File: config.mk
export PLATFORM = sky130hd
export DESIGN_NAME = expr_accum
export DESIGN_NICKNAME = d
export VERILOG_FILES = /design/src/rtl/expr_accum.sv
export SDC_FILE = /design/constraint.sdc
export NUM_CORES = 2
export LEC_CHECK = 0
export ABC_AREA = 0
export BUFFER_PORTS_ARGS = -buffer_cell sky130_fd_sc_hd__buf_4
export CORE_ASPECT_RATIO = 0.7
export CORE_MARGIN = 4
export CORE_UTILIZATION = 36
export DETAILED_ROUTE_END_ITERATION = 7
export GPL_TIMING_DRIVEN = 0
export SLEW_MARGIN = 20
export SYNTH_ARGS = -nofsm -noshare
export SYNTH_HDL_FRONTEND = slang
export SYNTH_SLANG_ARGS = --single-unit
File: constraint.sdc
create_clock -name clk_i -period 130.8 [get_ports clk_i]
set_input_delay 6.54 -clock clk_i [delete_from_list [all_inputs] [get_ports clk_i]]
set_output_delay 6.54 -clock clk_i [all_outputs]
set_load 0.02 [all_outputs]
File: src/rtl/expr_accum.sv
// rtl/expr_accum.sv - streaming fp32 vector accumulator with interleaved partial sums (optional EXPR_ACCUM_COUNT_EN adds out_count_o)

// Pipelined IEEE-754 single-precision adder, round-to-nearest-even, result LAT cycles after issue.
module fp_add #(
    parameter int LAT = 4
) (
    input  logic        clk_i,
    input  logic        areset_i,
    input  logic [31:0] a_i,
    input  logic [31:0] b_i,
    output logic [31:0] q_o
);
    logic [31:0] pipe_q [LAT];

    function automatic logic [31:0] add_f(input logic [31:0] x, input logic [31:0] y);
        logic [31:0] big, sml;
        logic [7:0]  eb, es, d;
        logic [26:0] mb, ms, m;
        logic [53:0] wide;
        logic [27:0] s;
        logic [9:0]  e;
        logic [24:0] rm;
        logic        up;
        if (x[30:23] == 8'hFF || y[30:23] == 8'hFF) begin
            if ((x[30:23] == 8'hFF && x[22:0] != 23'd0) || (y[30:23] == 8'hFF && y[22:0] != 23'd0) ||
                (x[30:23] == 8'hFF && y[30:23] == 8'hFF && x[31] != y[31]))
                return 32'h7FC00000;
            return (x[30:23] == 8'hFF) ? x : y;
        end
        if (x[30:0] >= y[30:0]) begin
            big = x; sml = y;
        end else begin
            big = y; sml = x;
        end
        // Subnormals use effective exponent 1 with no hidden bit.
        eb = (big[30:23] == 8'd0) ? 8'd1 : big[30:23];
        es = (sml[30:23] == 8'd0) ? 8'd1 : sml[30:23];
        mb = {big[30:23] != 8'd0, big[22:0], 3'b000};
        ms = {sml[30:23] != 8'd0, sml[22:0], 3'b000};
        d  = eb - es;
        if (d > 8'd27) d = 8'd27;
        wide = {ms, 27'd0} >> d;
        ms   = wide[53:27] | {26'd0, |wide[26:0]};
        s = (big[31] ^ sml[31]) ? ({1'b0, mb} - {1'b0, ms}) : ({1'b0, mb} + {1'b0, ms});
        // Exact cancellation yields +0; only -0 + -0 stays negative.
        if (s == 28'd0) return {big[31] & sml[31], 31'd0};
        e = {2'b00, eb};
        if (s[27]) begin
            m = s[27:1] | {26'd0, s[0]};
            e = e + 10'd1;
        end else begin
            m = s[26:0];
            for (int i = 0; i < 26; i++) begin
                if (!m[26] && e > 10'd1) begin
                    m = {m[25:0], 1'b0};
                    e = e - 10'd1;
                end
            end
        end
        up = m[2] & (m[1] | m[0] | m[3]);
        rm = {1'b0, m[26:3]} + {24'd0, up};
        if (rm[24]) begin
            rm = rm >> 1;
            e  = e + 10'd1;
        end
        if (e >= 10'd255) return {big[31], 8'hFF, 23'd0};
        return {big[31], rm[23] ? e[7:0] : 8'd0, rm[22:0]};
    endfunction

    // Compute in the first stage, then carry the result down the delay line.
    always_ff @(posedge clk_i or posedge areset_i) begin
        if (areset_i) begin
            for (int i = 0; i < LAT; i++) pipe_q[i] <= 32'd0;
        end else begin
            pipe_q[0] <= add_f(a_i, b_i);
            for (int i = 1; i < LAT; i++) pipe_q[i] <= pipe_q[i-1];
        end
    end

    assign q_o = pipe_q[LAT-1];
endmodule

module expr_accum #(
    parameter int ADD_LAT = 4
) (
    input  logic        clk_i,
    input  logic        reset_i,
    input  logic        in_valid_i,
    input  logic [31:0] in_data_i,
    input  logic        in_last_i,
    output logic        in_ready_o,
    output logic        out_valid_o,
    output logic [31:0] out_sum_o,
    output logic        drop_err_o
`ifdef EXPR_ACCUM_COUNT_EN
    ,
    output logic [15:0] out_count_o
`endif
);
    typedef enum logic [1:0] {S_ACCUM, S_DRAIN, S_REDUCE, S_DONE} state_t;

    localparam logic [3:0] LAST_CNT = 4'(ADD_LAT - 1);
    localparam logic [3:0] K_MAX    = 4'(ADD_LAT);
    localparam int         PS1      = (ADD_LAT > 1) ? 1 : 0;

    state_t                  state_q;
    logic [ADD_LAT-1:0]      ring_q;
    logic [ADD_LAT*32-1:0]   psum_q;
    logic [3:0]              cnt_q, k_q;
    logic                    in_ready_q, out_valid_q, drop_err_q;
    logic [31:0]             out_sum_q;
    logic [31:0]             add_a_d, add_b_d, add_q, cap_d;
    logic                    tail, accept, finish_d;
`ifdef EXPR_ACCUM_COUNT_EN
    logic [15:0]             elem_cnt_q, out_count_q;
`endif

    fp_add #(.LAT(ADD_LAT)) u_add (
        .clk_i    (clk_i),
        .areset_i (reset_i),
        .a_i      (add_a_d),
        .b_i      (add_b_d),
        .q_o      (add_q)
    );

    assign tail   = ring_q[ADD_LAT-1];
    assign cap_d  = tail ? add_q : 32'd0;
    assign accept = in_valid_i & in_ready_q;

    // Adder operand selection: feedback loop while accumulating, chained pair-sums while reducing.
    always_comb begin
        add_a_d  = 32'd0;
        add_b_d  = 32'd0;
        finish_d = 1'b0;
        case (state_q)
            S_ACCUM: begin
                add_a_d = accept ? in_data_i : 32'd0;
                add_b_d = cap_d;
            end
            S_DRAIN: begin
                if (cnt_q == LAST_CNT) begin
                    if (ADD_LAT == 1) begin
                        finish_d = 1'b1;
                    end else begin
                        // The last slot is still being captured, so forward it directly.
                        add_a_d = psum_q[31:0];
                        add_b_d = (ADD_LAT == 2) ? cap_d : psum_q[PS1*32 +: 32];
                    end
                end
            end
            S_REDUCE: begin
                if (cnt_q == LAST_CNT) begin
                    if (k_q == K_MAX) begin
                        finish_d = 1'b1;
                    end else begin
                        add_a_d = add_q;
                        add_b_d = psum_q[k_q*32 +: 32];
                    end
                end
            end
            default: ;
        endcase
    end

    // Control FSM with registered handshake and result outputs.
    always_ff @(posedge clk_i or posedge reset_i) begin
        if (reset_i) begin
            state_q     <= S_ACCUM;
            ring_q      <= '0;
            psum_q      <= '0;
            cnt_q       <= 4'd0;
            k_q         <= 4'd0;
            in_ready_q  <= 1'b1;
            out_valid_q <= 1'b0;
            out_sum_q   <= 32'd0;
            drop_err_q  <= 1'b0;
`ifdef EXPR_ACCUM_COUNT_EN
            elem_cnt_q  <= 16'd0;
            out_count_q <= 16'd0;
`endif
        end else begin
            out_valid_q <= 1'b0;
            if (in_valid_i && !in_ready_q) drop_err_q <= 1'b1;
            if (finish_d) begin
                state_q     <= S_DONE;
                out_valid_q <= 1'b1;
                out_sum_q   <= (state_q == S_DRAIN) ? cap_d : add_q;
`ifdef EXPR_ACCUM_COUNT_EN
                out_count_q <= elem_cnt_q;
`endif
            end
            case (state_q)
                S_ACCUM: begin
                    ring_q <= (ring_q << 1) | ADD_LAT'(accept | tail);
`ifdef EXPR_ACCUM_COUNT_EN
                    if (accept && elem_cnt_q != 16'hFFFF) elem_cnt_q <= elem_cnt_q + 16'd1;
`endif
                    if (accept && in_last_i) begin
                        state_q    <= S_DRAIN;
                        in_ready_q <= 1'b0;
                        cnt_q      <= 4'd0;
                    end
                end
                S_DRAIN: begin
                    ring_q                 <= ring_q << 1;
                    psum_q[cnt_q*32 +: 32] <= cap_d;
                    cnt_q                  <= cnt_q + 4'd1;
                    if (cnt_q == LAST_CNT && ADD_LAT > 1) begin
                        state_q <= S_REDUCE;
                        cnt_q   <= 4'd0;
                        k_q     <= 4'd2;
                    end
                end
                S_REDUCE: begin
                    cnt_q <= cnt_q + 4'd1;
                    if (cnt_q == LAST_CNT) begin
                        cnt_q <= 4'd0;
                        k_q   <= k_q + 4'd1;
                    end
                end
                default: begin
                    state_q    <= S_ACCUM;
                    ring_q     <= '0;
                    in_ready_q <= 1'b1;
`ifdef EXPR_ACCUM_COUNT_EN
                    elem_cnt_q <= 16'd0;
`endif
                end
            endcase
        end
    end

    assign in_ready_o  = in_ready_q;
    assign out_valid_o = out_valid_q;
    assign out_sum_o   = out_sum_q;
    assign drop_err_o  = drop_err_q;
`ifdef EXPR_ACCUM_COUNT_EN
    assign out_count_o = out_count_q;
`endif
endmodule

==> reports/metrics.csv <==
stage,metric,value,unit
status,status,completed,
timing,finalCritPeriodShare,0.6572,
timing,period_needed,85.97,ns
clocking,clk_pin_slew,0.08,ns
die,design.die.area,0.1246,mm²
detailed_routing,drc,0,
clocking,cts.htree.levels,1,
detailed_routing,first_pass_iters,6,
detailed_routing,drt_iter0_drc,6216,
setup_path,path_buf_inv,78,
clocking,clockBufferDepth,3,
timing,relSlewSlack,0.1675,
setup_path,critPathRequiredTime,131.21,ns
place,gp_congestion,0.9980,
setup_path,endpoint_kind,flip-flop,
synthesis,syn_inst,5916,
timing,rsz0062_at_grt,false,
setup_path,slowest_stage,o31ai_1,
setup_path,critPathTopFamily,compound AO/OA/AOI/OAI gates,
detailed_routing,wl_per_cell,21.77,µm
place,dpl.hpwl,133.4,mm
global_routing,grt_util_all_layers,0.2520,
global_routing,grt_max_degree,95,
place,placement.cell_area,0.04537,mm²
setup_path,cpMostUsedCell,nor2_1,
die,num_io_pins,71,
detailed_routing,via_per_inst,6.241,
timing,worst_clock_skew,0.02402,ns
synthesis,ys_seq_elements,305,
die,dieWidth,420.2,µm
finish,areaGrowthSynthToFinish,7.932,%
clocking,cts.sinks,305,
synthesis,synth_top_area_frac,0.1777,
place,pre_cts_ws,46.44,ns
setup_path,cp_data_arrival_time,86.38,ns
synthesis,syn-cell-area,0.04281,mm²
synthesis,ys.flop_type,dfrtp_1,
global_routing,antenna_found_initial,1,
clocking,cts_tree,built,
synthesis,synth_warnings,0,
setup_path,cp-start-kind,primary input,
clocking,clock_latency,0.59,ns
die,die_y,296.5,µm
detailed_routing,ant_nets,0,
clocking,cts.root.buffer_cell,clkbuf_16,
detailed_routing,vias,47350,
worst_hold_path,hold_class,reg2reg,
timing,tightest_slew,1.214,ns
run,cap_violations,0,
detailed_routing,routed_wl,165.2,mm
synthesis,yosys.area.top_type,dfrtp_1,
synthesis,synth-edff-count,0,
clocking,cts_setup_buffers,0,
die,rows,105,
finish,layout.nets,6207,
global_routing,grt_overflow_total,0,
clocking,post_cts_resized,0,
synthesis,synth_cell_types,146,
finish,fin_area,0.04620,mm²
synthesis,synth_seq_area_share,0.1783,
die,start_util,0.3641,
timing,finalHoldViolations,0,
synthesis,synth_area_leaders,"dfrtp_1, mux2i_1, nand2_1",
setup_path,path_class,in2reg,
setup_path,crit_path_max_incr_delay,0.99,ns
finish,drive_gt1_frac,0.08351,
timing,fin_ws,44.83,ns
global_routing,grt_pass1_vias,42000,
clocking,cts_buffers,25,
synthesis,syn_avg_cell_area,7.236,µm²
timing,hold-worst-slack,0.3437,ns
die,core,0.1176,mm²
synthesis,ys_async_sr_fraction,1.000,
global_routing,grt_pass1_wl,252.8,mm
timing,maxSlewViolCount,0,
timing,setup-tns-final,0,ns
timing,setup_viol,0,
timing,fmax,0.01163,GHz
clocking,cts-hold-fix-buffers,0,
setup_path,worstPathMaxFanout,10,
synthesis,synth_nets,6106,
place,portBuffers,70,
==> metal layers <==
| layer | track usage | up-vias | wire [µm] |
|---|---|---|---|
| li1 | - | 22080 | - |
| met1 | 0.4018 | 22770 | 80860 |
| met2 | 0.3359 | 2329 | 62070 |
| met3 | 0.07594 | 179 | 20350 |
| met4 | 0.02146 | 2 | 1742 |
| met5 | 0.008663 | - | 154 |
==> registers in the layout (all words and copies together) (netlist names) <==
name          cells
psum_q          128
u_add.pipe_q     96
out_sum_o        32
u_add.q_o        32
cnt_q             4
k_q               4
ring_q            4
state_q           2
drop_err_o        1
in_ready_o        1
out_valid_o       1
==> synth_stat cells, types with 23 or more instances <==
cell,n
xnor2_1,124
nand2b_1,53
xor2_1,43
buf_2,49
nand4_1,74
o21ai_0,473
a21o_1,58
o22ai_1,31
nor3_1,145
or3_1,38
o2111ai_1,23
nand3_1,224
mux4_2,32
a211o_1,31
a31oi_1,66
o31ai_1,65
buf_1,44
inv_1,193
a22oi_1,74
mux2_2,114
o21a_1,54
a21oi_1,412
nor2_1,552
and3_1,55
and2_1,72
o211ai_1,54
nor4_1,43
clkbuf_1,253
mux2i_1,355
o21ai_1,62
ha_1,152
a211oi_1,55
or2_2,33
dfrtp_1,304
o21bai_1,30
nand2_1,862
==> worst register-to-register path: cells and delay by family (launching register included) <==
kind	cells	cell delay, ns
XOR/XNOR	7	2.35
AO/OA/AOI/OAI	87	25.55
adder cells (fa/ha/maj)	31	8.79
AND/OR/NAND/NOR	90	20.79
flip-flops	1	0.35
multiplexers	6	2.34
buffers and inverters	80	22.54
==> stage by stage <==
stage	util	cells
floorplan	-	5916
global placement	0.3850	7537
detailed placement	0.3859	7541
CTS	0.3928	7586
global route	0.3929	7586
finish	0.3930	7587
==> layout make-up <==
cell class,instances,area (µm²)
flip-flops and latches,305,7634
plain buffers,360,1478
multi-input cells,5050,32960
repair buffers,74,615.6
well taps,1551,1941
inverters,201,762.0
fillers,12340,71380
clock buffers,33,675.6
diodes,1,2.502
clock inverters,12,137.6
==> logic make-up after synthesis <==
kind of cell,count (synthesis),share of synthesized area
multiplexers,516,0.1342
adder cells (fa/ha/maj),155,0.04560
AND/OR/NAND/NOR,2346,0.2597
buffers and inverters,561,0.05214
AO/OA/AOI/OAI,1858,0.2926
flip-flops,305,0.1783
XOR/XNOR,175,0.03750
==> placed cells by master (no fill, tap or decap), types with 49 or more instances in the layout <==
cell type and count:
o21ai_1 63, clkbuf_1 259, a21oi_1 412, xnor2_1 124
nand4_1 74, inv_1 192, dfrtp_1 304, and3_1 55
o21a_1 54, nand2b_1 53, buf_2 49, o21ai_0 472
nand3_1 224, o31ai_1 65, and2_1 72, mux2_2 114
o211ai_1 54, a21o_1 58, a22oi_1 74, ha_1 152
buf_4 80, a211oi_1 55, a31oi_1 66, nor2_1 552
nand2_1 862, mux2i_1 354, nor3_1 144
==> path summary, 6_finish.rpt <==
| check | startpoint | endpoint | slack (ns) | cells past startpoint |
|---|---|---|---|---|
| max | in_valid_i | u_add.pipe_q[111] | 44.83 | 297 |
| min | u_add.pipe_q[38] | u_add.q_o[6] | 0.34 | 0 |
| max reg2reg | k_q[1] | u_add.pipe_q[111] | 47.97 | 301 |
| min reg2reg | u_add.pipe_q[38] | u_add.q_o[6] | 0.34 | 0 |
| max in group asynchronous | reset_i | in_ready_o | 123.19 | 5 |
| min in group asynchronous | reset_i | out_sum_o[15] | 6.03 | 2 |
Power is left out: the tool's default activity adds up to more than one toggle a clock period on the data nets, which glitch-free logic cannot reach.
